===== src/rtl/lsu_mem_initiator.sv =====
// rtl/lsu_mem_initiator.sv - load/store initiator converting byte requests into Data_Mem word accesses
module lsu_mem_initiator #(
  parameter int MEM_WORDS  = 1024,
  parameter int ADDR_WIDTH = 32
) (
  input  logic                  Clock,
  input  logic                  Reset,
  input  logic                  req_valid,
  output logic                  req_ready,
  input  logic                  req_write,
  input  logic [1:0]            req_size,
  input  logic                  req_unsigned,
  input  logic [ADDR_WIDTH-1:0] req_addr,
  input  logic [31:0]           req_wdata,
  output logic                  resp_valid,
  output logic [31:0]           resp_rdata,
  output logic                  resp_fault,
  output logic [31:0]           mem_Address,
  output logic [31:0]           mem_WriteData,
  output logic                  mem_WriteEnable,
  output logic                  mem_MemRead,
  input  logic [31:0]           mem_ReadData
);

  typedef enum logic [1:0] {IDLE, RD, CAP, WR} state_t;

  state_t                state, state_next;
  logic [ADDR_WIDTH-1:0] addr_q;
  logic [1:0]            size_q;
  logic                  uns_q;
  logic                  write_q;
  logic [31:0]           wdata_q;

  logic                  accept;
  logic                  req_fault;
  logic [ADDR_WIDTH-1:0] req_word;
  logic [7:0]            lane_byte;
  logic [15:0]           lane_half;
  logic [31:0]           load_ext;
  logic [31:0]           lane_mask;
  logic [31:0]           merged;
  logic [4:0]            lane_shift;

  assign req_ready       = (state == IDLE);
  assign accept          = req_valid & req_ready;
  assign req_word        = req_addr >> 2;
  assign req_fault       = (req_size == 2'b11) ||
                           ((req_size == 2'b01) && req_addr[0]) ||
                           ((req_size == 2'b10) && (req_addr[1:0] != 2'b00)) ||
                           (req_word >= ADDR_WIDTH'(MEM_WORDS));

  // Strobes and address come only from registered state so an async reset kills them at once
  assign mem_MemRead     = (state == RD);
  assign mem_WriteEnable = (state == WR);
  assign mem_Address     = 32'(addr_q >> 2);

  // State register
  always_ff @(posedge Clock or negedge Reset) begin
    if (!Reset) state <= IDLE;
    else        state <= state_next;
  end

  // Next state: faults never leave IDLE, aligned word stores skip the read
  always_comb begin
    state_next = state;
    case (state)
      IDLE: begin
        if (accept && !req_fault) begin
          if (req_write && (req_size == 2'b10)) state_next = WR;
          else                                  state_next = RD;
        end
      end
      RD:      state_next = CAP;
      CAP:     state_next = write_q ? WR : IDLE;
      WR:      state_next = IDLE;
      default: state_next = IDLE;
    endcase
  end

  // Little-endian lane extraction, extension and store merge on the captured read word
  always_comb begin
    lane_shift = {addr_q[1:0], 3'b000};
    lane_byte  = 8'h00;
    case (addr_q[1:0])
      2'd0:    lane_byte = mem_ReadData[7:0];
      2'd1:    lane_byte = mem_ReadData[15:8];
      2'd2:    lane_byte = mem_ReadData[23:16];
      default: lane_byte = mem_ReadData[31:24];
    endcase
    lane_half = addr_q[1] ? mem_ReadData[31:16] : mem_ReadData[15:0];
    case (size_q)
      2'b00:   load_ext = {{24{~uns_q & lane_byte[7]}}, lane_byte};
      2'b01:   load_ext = {{16{~uns_q & lane_half[15]}}, lane_half};
      default: load_ext = mem_ReadData;
    endcase
    lane_mask = (size_q == 2'b00) ? (32'h0000_00FF << lane_shift) : (32'h0000_FFFF << lane_shift);
    merged    = (mem_ReadData & ~lane_mask) | ((wdata_q << lane_shift) & lane_mask);
  end

  // Request capture, write-word build and one-cycle response generation
  always_ff @(posedge Clock or negedge Reset) begin
    if (!Reset) begin
      addr_q        <= '0;
      size_q        <= 2'b00;
      uns_q         <= 1'b0;
      write_q       <= 1'b0;
      wdata_q       <= 32'h0;
      mem_WriteData <= 32'h0;
      resp_valid    <= 1'b0;
      resp_fault    <= 1'b0;
      resp_rdata    <= 32'h0;
    end else begin
      resp_valid <= 1'b0;
      if (accept) begin
        addr_q  <= req_addr;
        size_q  <= req_size;
        uns_q   <= req_unsigned;
        write_q <= req_write;
        wdata_q <= req_wdata;
        if (req_fault) begin
          resp_valid <= 1'b1;
          resp_fault <= 1'b1;
          resp_rdata <= 32'h0;
        end else if (req_write && (req_size == 2'b10)) begin
          mem_WriteData <= req_wdata;
        end
      end
      case (state)
        CAP: begin
          if (write_q) begin
            mem_WriteData <= merged;
          end else begin
            resp_valid <= 1'b1;
            resp_fault <= 1'b0;
            resp_rdata <= load_ext;
          end
        end
        WR: begin
          resp_valid <= 1'b1;
          resp_fault <= 1'b0;
          resp_rdata <= 32'h0;
        end
        default: ;
      endcase
    end
  end

endmodule

===== config.mk =====
export PLATFORM = sky130hd
export DESIGN_NAME = lsu_mem_initiator
export DESIGN_NICKNAME = d
export VERILOG_FILES = /design/src/rtl/lsu_mem_initiator.sv
export SDC_FILE = /design/constraint.sdc
export NUM_CORES = 1
export LEC_CHECK = 0
export BUFFER_PORTS_ARGS = -buffer_cell sky130_fd_sc_hd__buf_2
export CAP_MARGIN = 15
export CORE_ASPECT_RATIO = 1.25
export CORE_UTILIZATION = 40
export CTS_CLUSTER_SIZE = 8
export DETAILED_ROUTE_END_ITERATION = 8
export PLACE_DENSITY = 0.75
export SETUP_SLACK_MARGIN = 0.05
export SLEW_MARGIN = 15
export SYNTH_ARGS = -nofsm -noshare
export SYNTH_HDL_FRONTEND = slang
export SYNTH_SLANG_ARGS = --single-unit

===== constraint.sdc =====
create_clock -name Clock -period 1.6 [get_ports Clock]
set_input_delay 0.4 -clock Clock [delete_from_list [all_inputs] [get_ports Clock]]
set_output_delay 0.4 -clock Clock [all_outputs]
set_load 0.02 [all_outputs]

After elaboration in Yosys (flattened, before gate mapping)
Index checks and enable logic that the tools add are counted.
{"block": "totals", "wordCells": 69, "out_inout_bits": 101, "regBits": 136}
{"block": "op_classes", "muxes": 25, "shift": 3, "n_reduce_logical": 12, "bitwise": 8, "n_eq_ne": 10, "n_lt_le_gt_ge": 1}
{"cell": "32-bit 2-to-1 mux", "count": 9}
{"cell": "32-bit case mux with 2 select lines", "count": 2}
{"cell": "32-bit AND", "count": 2}
{"cell": "32-bit NOT", "count": 1}
{"cell": "32-bit OR", "count": 1}
{"cell": "16-bit by 5-bit left shift with 32-bit output (first input constant)", "count": 1}
{"cell": "32-bit by 5-bit left shift with 32-bit output", "count": 1}
{"cell": "8-bit by 5-bit left shift with 32-bit output (first input constant)", "count": 1}
{"cell": "30-bit by 11-bit greater-or-equal comparator with 1-bit output (second input constant)", "count": 1}
{"cell": "8-bit case mux with 3 select lines", "count": 1}
{"cell": "16-bit 2-to-1 mux", "count": 1}
{"cell": "2-bit == test (second input constant)", "count": 5}
{"cell": "2-bit by 1-bit == test with 1-bit output (second input constant)", "count": 4}
{"cell": "2-bit case mux with 4 select lines", "count": 1}
{"cell": "2-bit logical NOT", "count": 3}
{"cell": "1-bit 2-to-1 mux", "count": 6}
{"cell": "2-bit 2-to-1 mux", "count": 3}
{"cell": "1-bit logical AND", "count": 4}
{"cell": "1-bit case mux with 2 select lines", "count": 2}
{"cell": "1-bit AND", "count": 3}
{"cell": "1-bit logical OR", "count": 3}
{"cell": "2-bit by 1-bit inequality test with 1-bit output (second input constant)", "count": 1}
{"cell": "2-bit nonzero test", "count": 1}
{"cell": "1-bit logical NOT", "count": 1}
{"cell": "1-bit NOT", "count": 1}

Longest topological paths before layout
Gate-level depths: netlist (run 1).
{"block": "logic_depth", "depth_word": 9, "depth_mapped": 7, "ltp_nobuf": 4}

Worst setup path after synthesis (run 1)
OpenSTA, ideal clock, no wires.
{"block": "synth_path", "path_kind": "register to register", "startpoint": "reg addr_q[1]", "endpoint": "reg resp_rdata[15]", "setup_time_ps": 120, "stages_incl_launch_ff": 7, "arrival_time_ps": 1612, "slack_ps": -132, "path_cell_list": "dfrtp_1 buf_6 mux4_2 and3_4 buf_6 o221a_1 a31o_1"}
{"block": "synth_between", "elab_chain_len": 6, "word_cells_on_any_way": 9}
{"element": "start: declaration", "line": "28", "source": "logic [ADDR_WIDTH-1:0] addr_q;"}
{"element": "start signal: assignment", "line": "115", "source": "addr_q <= req_addr;"}
{"element": "2-bit == test, or another cell as far along", "line": "84", "source": "case (addr_q[1:0])"}
{"element": "8-bit case mux with 3 select lines", "line": "84"}
{"element": "1-bit AND", "line": "92", "source": "2'b00: load_ext = {{24{~uns_q & lane_byte[7]}}, lane_byte};"}
{"element": "32-bit case mux with 2 select lines (*)", "line": "91", "source": "case (size_q)"}
{"element": "32-bit 2-to-1 mux (*)", "line": "130", "source": "if (write_q) begin"}
{"element": "32-bit case mux with 2 select lines (*)", "line": "128", "source": "case (state)"}
{"element": "end signal: assignment", "line": "135", "source": "resp_rdata <= load_ext;"}
{"element": "end: declaration", "line": "16", "source": "output logic [31:0] resp_rdata,"}
Every way passes the cells marked *; elsewhere a longest branch is shown, timed or not.
A chain may end at the register's enable or synchronous reset.

Worst setup path after layout (run 1)
{"block": "layout_path", "startpoint": "reg addr_q[1]", "endpoint": "reg resp_rdata[30]"}
Same word-level chain as after synthesis.

==> out/results.tsv, run 1 <==
stage	metric	value	unit
outcome	status	finished, violations left	
outcome	violated checks	setup timing	
clock_tree	later-pin clock latency in the skew report	0.42	ns
global_routing	total grt overflow	0	
synthesis	ys flop type	dfrtp_1	
place	Placer Congestion	0.922	
layout	commonest non-fill, non-tap cells in the layout	197 x buf_2, 118 x dfrtp_1, 69 x buf_4, 63 x nand2_1, 35 x mux2_4	
sta	final worst slack	-0.104	ns
global_routing	antenna violations before repair	2	
layout	Area Growth Syn to Fin	51.1	%
worst_setup_path	CP peak stage delay	0.56	ns
floorplan	initial cell density of the core	40.8	%
pwr	total power	20.9	mW
worst_setup_path	RR Endpoint	resp_rdata[30]	
drt	Avg WL per Cell	20.8	um
drt	Remaining DRCs	0	
worst_setup_path	Worst R2R Path Depth	5	
layout	cell area after layout	9590	um2
drt	DRT antenna net count	0	
synthesis	Netlist Area Pre-Place	6350	um2
global_routing	largest net degree at the start of global routing	38	
worst_setup_path	CP startpoint kind	flop	
synthesis	Avg Cell Area, Syn	10.1	um2
worst_setup_path	Critical Path AT	2.00	ns
sta	Final Hold Vio Count	0	
global_routing	Total Routing Usage GR	26.0	%
drt	TritonRoute pass-1 iters	5	
job	maxcap violations	0	
clock_tree	H-tree lvl count	4	
place	Inst Count DP	1032	
synthesis	Post-Synth Simple-Gate Area	14.8	%
clock_tree	TritonCTS Buffers	17	
synthesis	cell count after synthesis	626	
layout	Nets	975	
pwr	P_leak	4.33	nW
sta	Hold WS	0.193	ns
drt	initial drt markers	481	
floorplan	Die W	115	um
worst_setup_path	r2r setup slk	-0.10	ns
floorplan	chip height	143	um
sta	fmax	0.587	GHz
hold_path	Hold Crit Class	input port to flop	
clock_tree	clock slew at the register clock pins of the worst setup and hold paths	0.06	ns
worst_setup_path	Critical Path Sink	resp_rdata[30]	
worst_setup_path	worst-path fanout max	16	
drt	final wirelength	22800	um
floorplan	num ports	204	
worst_setup_path	worst reg2reg startpoint	addr_q[1]	
worst_setup_path	slowest stage cell, crit path	mux4_2	
layout	non-filler cells in the finished layout	1098	
worst_setup_path	crit path cell chain	mux4_2, and2_4, o221ai_4, buf_12, o22ai_1	
clock_tree	CTS tree	built	
worst_setup_path	crit path kind	flop to flop	
place	post-DP HPWL	15500	um
synthesis	sequential share of the synthesized area	47.3	%
sta	Final Slew Violations	0	
synthesis	Post-Synth Adder-Cell Area	0	%
synthesis	post-synthesis compound-gate area fraction	17.8	%
layout	layout cell share with drive strength beyond 1	53.6	%
synthesis	main combinational cell family by area after synthesis	compound AO/OA/AOI/OAI gates	
worst_setup_path	worst setup path startpoint	addr_q[1]	
global_routing	vias in the first global route	5931	
sta	Tmin final	1.70	ns
layout	most common cell after layout, fill and taps aside	buf_2	
pwr	VDD IR max	0.000944	V
clock_tree	CTS root buffer	clkbuf_16	
synthesis	Synth Area in XOR/XNOR	0	%
synthesis	post-synthesis mux area share	11.8	%
drt	Via Count	6342	
clock_tree	Sink Count	120	
place	Port Buffers	201	
synthesis	Async S/R FF share, synth	100	%
pwr	power per cell area	2170	nW/um2
clock_tree	Bufs on Longest Clock Path	2	
drt	via-per-instance ratio	5.78	
place	Post-DP Area	8050	um2
floorplan	die area	16400	um2
synthesis	number of synthesized flops with an enable pin	0	
floorplan	core area	15600	um2
synthesis	post-synthesis register bit count	120	
sta	Finish-stage setup viols	82	
synthesis	Netlist cell types	52	
global_routing	first-pass GRT wire length	32000	um
sta	unrepaired setup endpoints after global routing	yes	
sta	fin crit share	106	%
synthesis	yosys warns	0	
floorplan	FP Rows	51	
sta	worst clock skew	0.00814	ns
worst_setup_path	Critical Path End Type	flop	
layout	utilization after layout	61.6	%
worst_setup_path	data required time of the worst path	1.90	ns
layout	fillers	1270	
synthesized netlist by cell type (9+ instances only):
library cell	instances	area (um2)
dfrtp_1	120	3000
nand2_1	64	240
mux2_2	51	574
nor2_1	34	128
buf_4	33	248
clkbuf_1	30	113
o21ai_0	26	130
nand4_1	25	156
o22ai_1	25	156
a211oi_1	24	180
o211ai_1	24	180
buf_2	18	90.1
mux2i_1	15	150
o221ai_1	14	123
nor3_1	12	60.1
nor4_1	10	62.6
a21oi_1	9	45.0
a31oi_1	9	56.3
nor2b_1	9	56.3
o21a_1	9	67.6
o31ai_1	9	67.6
registers in the layout, indices dropped and copies added, names as in the netlist:
register and flops:
addr_q 32, mem_WriteData 32, resp_rdata 32, wdata_q 16, size_q 2, state 2
resp_fault 1, resp_valid 1, uns_q 1, write_q 1
critical path: cells and delay by family, from the launching register on:
| family | cells | cell delay, ns |
|---|---|---|
| multiplexers | 1 | 0.56 |
| flip-flops | 1 | 0.40 |
| AO/OA/AOI/OAI | 2 | 0.24 |
| AND/OR/NAND/NOR | 1 | 0.20 |
| buffers and inverters | 1 | 0.17 |
where the power goes:
part / total [mW] / internal, mW / leakage (nW) / switching, mW
Clock: 3.80 / 2.47 / 0.280 / 1.34
Combinational: 11.4 / 5.19 / 2.59 / 6.19
Sequential: 5.67 / 4.56 / 1.46 / 1.11
per-layer routing:
metal / GRT usage, % / routed length (um) / up-vias
li1: - / - / 2796
met1: 32.1 / 8670 / 3162
met2: 42.4 / 11600 / 328
met3: 6.11 / 1820 / 56
met4: 13.2 / 760 / 0
met5: 0 / 0 / -
cell type report:
type,count,area [um2],area share [%]
Multi-Input combinational cell,415,3430,35.8
Sequential cell,120,3010,31.3
Timing Repair Buffer,311,2270,23.7
Clock buffer,22,454,4.74
Tap cell,212,265,2.77
Clock inverter,9,125,1.30
Inverter,7,30.0,0.313
Antenna cell,2,5.00,0.0522
metrics by stage:
| stage | setup TNS (ns) | worst slack (ns) |
|---|---|---|
| detailed placement | -18.40 | -0.304 |
| CTS | -1.45 | -0.0640 |
| global route | -8.75 | -0.157 |
| finish | -4.16 | -0.104 |
| floorplan | -1.06 | -0.121 |
| global placement | -17.12 | -0.272 |
cells by family after synthesis:
kind of cell           Yosys count
AND/OR/NAND/NOR                183
buffers and inverters           93
flip-flops                     120
AO/OA/AOI/OAI                  162
other                            1
multiplexers                    67
worst min-delay path by stage:
stage            startpoint           endpoint  slack (ns)  cells past startpoint
6_report       req_unsigned              uns_q        0.19                      3
5_1_grt        req_unsigned              uns_q        0.20                      3
4_1_cts        req_unsigned              uns_q        0.18                      3
3_5_place_dp          Reset  mem_WriteData[24]        0.35                      1
3_3_place_gp          Reset  mem_WriteData[29]        0.34                      1
2_1_floorplan         Reset          addr_q[0]        0.10                      0
timing repair:
action / in CTS / in global routing
endpoints found under the setup margin: 97 / 117
gates cloned: 1 / 7
hold buffers: 1 / 0
pin swaps: 9 / 13
endpoints found under the hold margin: 24 / 0
buffers inserted: 3 / 22
gates resized for setup: 36 / 105
Power figures use the tool's default switching activity.
==> run 2, diff against run 1 <==
--- a/config.mk
+++ b/config.mk
@@ -7,11 +7,13 @@
 export LEC_CHECK = 0
 export BUFFER_PORTS_ARGS = -buffer_cell sky130_fd_sc_hd__buf_2
 export CAP_MARGIN = 15
+export CELL_PAD_IN_SITES_DETAIL_PLACEMENT = 1
+export CELL_PAD_IN_SITES_GLOBAL_PLACEMENT = 1
 export CORE_ASPECT_RATIO = 1.25
-export CORE_UTILIZATION = 40
+export CORE_UTILIZATION = 35
 export CTS_CLUSTER_SIZE = 8
 export DETAILED_ROUTE_END_ITERATION = 8
-export PLACE_DENSITY = 0.75
+export PLACE_DENSITY = 0.84
 export SETUP_SLACK_MARGIN = 0.05
 export SLEW_MARGIN = 15
 export SYNTH_ARGS = -nofsm -noshare
==> out/results.tsv, run 2 (synthesis results as in run 1) <==
stage	metric	value	unit
outcome	status	finished, violations left	
outcome	violated checks	setup timing	
place	Port Buffers	201	
worst_setup_path	data required time of the worst path	1.89	ns
drt	TritonRoute pass-1 iters	7	
clock_tree	TritonCTS Buffers	17	
sta	worst slew pin tran	0.529	ns
floorplan	Die W	122	um
clock_tree	CTS root buffer	clkbuf_16	
sta	Setup TNS	-5.90	ns
sta	fmax	0.554	GHz
drt	DRT antenna net count	0	
worst_setup_path	slowest stage cell, crit path	dfrtp_2	
worst_setup_path	CP peak stage delay	0.47	ns
pwr	P_leak	4.24	nW
worst_setup_path	Critical Path AT	2.09	ns
floorplan	initial cell density of the core	36.0	%
job	maxcap violations	0	
sta	Finish-stage setup viols	68	
place	Place WS	-0.333	ns
global_routing	Total Routing Usage GR	28.5	%
worst_setup_path	CP startpoint kind	flop	
drt	final wirelength	30300	um
clock_tree	Sink Count	120	
sta	worst clock skew	0.0129	ns
drt	Remaining DRCs	0	
floorplan	chip height	153	um
worst_setup_path	Critical Path End Type	flop	
worst_setup_path	crit path cell chain	buf_12, nor3_1, buf_4, nor3_1, a211oi_2, a211oi_2	
sta	Final Hold Vio Count	0	
drt	via-per-instance ratio	6.15	
pwr	VDD IR max	0.00116	V
worst_setup_path	worst-path fanout max	16	
floorplan	num ports	204	
drt	initial drt markers	464	
global_routing	first-pass GRT wire length	39900	um
floorplan	FP Rows	54	
clock_tree	CTS tree	built	
layout	Area Growth Syn to Fin	51.6	%
place	Placer Congestion	0.869	
floorplan	core area	17600	um2
global_routing	vias in the first global route	6945	
sta	Hold WS	0.204	ns
clock_tree	H-tree lvl count	4	
sta	unrepaired setup endpoints after global routing	yes	
clock_tree	later-pin clock latency in the skew report	0.43	ns
floorplan	die area	18700	um2
layout	layout cell share with drive strength beyond 1	53.7	%
drt	Via Count	6826	
layout	fillers	1911	
clock_tree	Bufs on Longest Clock Path	2	
layout	largest registers	addr_q (32), mem_WriteData (32), resp_rdata (32)	
pwr	power per cell area	2320	nW/um2
sta	Final Slew Violations	0	
drt	Avg WL per Cell	27.3	um
layout	utilization after layout	54.5	%
hold_path	Hold Crit Class	input port to flop	
global_routing	total grt overflow	0	
layout	Nets	973	
place	post-DP HPWL	17500	um
sta	Slew HR	64.3	%
layout	commonest non-fill, non-tap cells in the layout	197 x buf_2, 117 x dfrtp_1, 66 x buf_4, 63 x nand2_1, 50 x mux2_2	
sta	fin crit share	113	%
layout	most common cell after layout, fill and taps aside	buf_2	
global_routing	largest net degree at the start of global routing	51	
sta	Tmin final	1.81	ns
sta	final worst slack	-0.207	ns
global_routing	antenna violations before repair	2	
clock_tree	clock slew at the register clock pins of the worst setup and hold paths	0.05	ns
worst_setup_path	crit path kind	flop to flop	
run 2: changes by cell type in the layout (fill, tap and decap cells not counted), moves of 3 or more:
cell / delta
mux2_2: +34
mux2_4: -34
nor4_2: +4
a211oi_1: -3
buf_4: -3
o31ai_1: +3
o31ai_2: -3
or3_1: +3
or3_4: -3
run 2: where the power goes:
group	total (mW)	switching, mW	internal (mW)
registers	5.81	1.25	4.56
logic	12.3	7.11	5.17
clock network	4.21	1.45	2.75
total	22.3	9.81	12.5
run 2: per-stage QoR:
step	power (mW)	instances	instance area (um2)
floorplan	11.6	627	6470
global placement	14.7	1043	8060
detailed placement	15.1	1043	8060
CTS	20.1	1085	9050
global route	23.0	1109	9620
finish	22.3	1110	9620
run 2: layout make-up:
type | instances | area, um2 | share of cell area (%)
Clock inverter | 9 | 173 | 1.80
Timing Repair Buffer | 309 | 2310 | 24.0
Antenna cell | 3 | 7.51 | 0.0781
Tap cell | 224 | 280 | 2.91
Inverter | 7 | 32.5 | 0.338
Sequential cell | 120 | 3010 | 31.3
Multi-Input combinational cell | 415 | 3360 | 35.0
Clock buffer | 23 | 448 | 4.66
run 2: repair_timing:
item	4_1_cts	5_1_grt
endpoints found under the hold margin	17	0
resized for setup	63	53
setup endpoints to repair	107	117
buffers inserted	7	15
pin swaps	17	12
hold buffers	1	0
gates cloned	2	8
run 2: final timing paths:
path / cells past startpoint / end / startpoint / slack (ns)
min reg2reg: 1 / addr_q[11] / addr_q[11] / 0.50
min: 3 / uns_q / req_unsigned / 0.20
min in group asynchronous: 2 / addr_q[14] / Reset / 0.41
max reg2reg: 6 / mem_WriteData[13] / addr_q[0] / -0.21
max in group asynchronous: 3 / mem_WriteData[19] / Reset / 0.61
max: 6 / mem_WriteData[13] / addr_q[0] / -0.21
run 2: worst max-delay path: cells and delay by family, from the launching register on:
family / cells / cell delay (ns)
buffers and inverters: 2 / 0.42
AND/OR/NAND/NOR: 2 / 0.29
flip-flops: 1 / 0.47
AO/OA/AOI/OAI: 2 / 0.49
run 2: routing by layer:
layer  track usage (%)  part of all wire [%]  up-vias
met1              33.3                    36     3441
li1                  -                     -     2791
met3              6.59                   7.8      153
met4              15.4                   5.9        0
met5                 0                     0        -
met2              47.7                    51      441
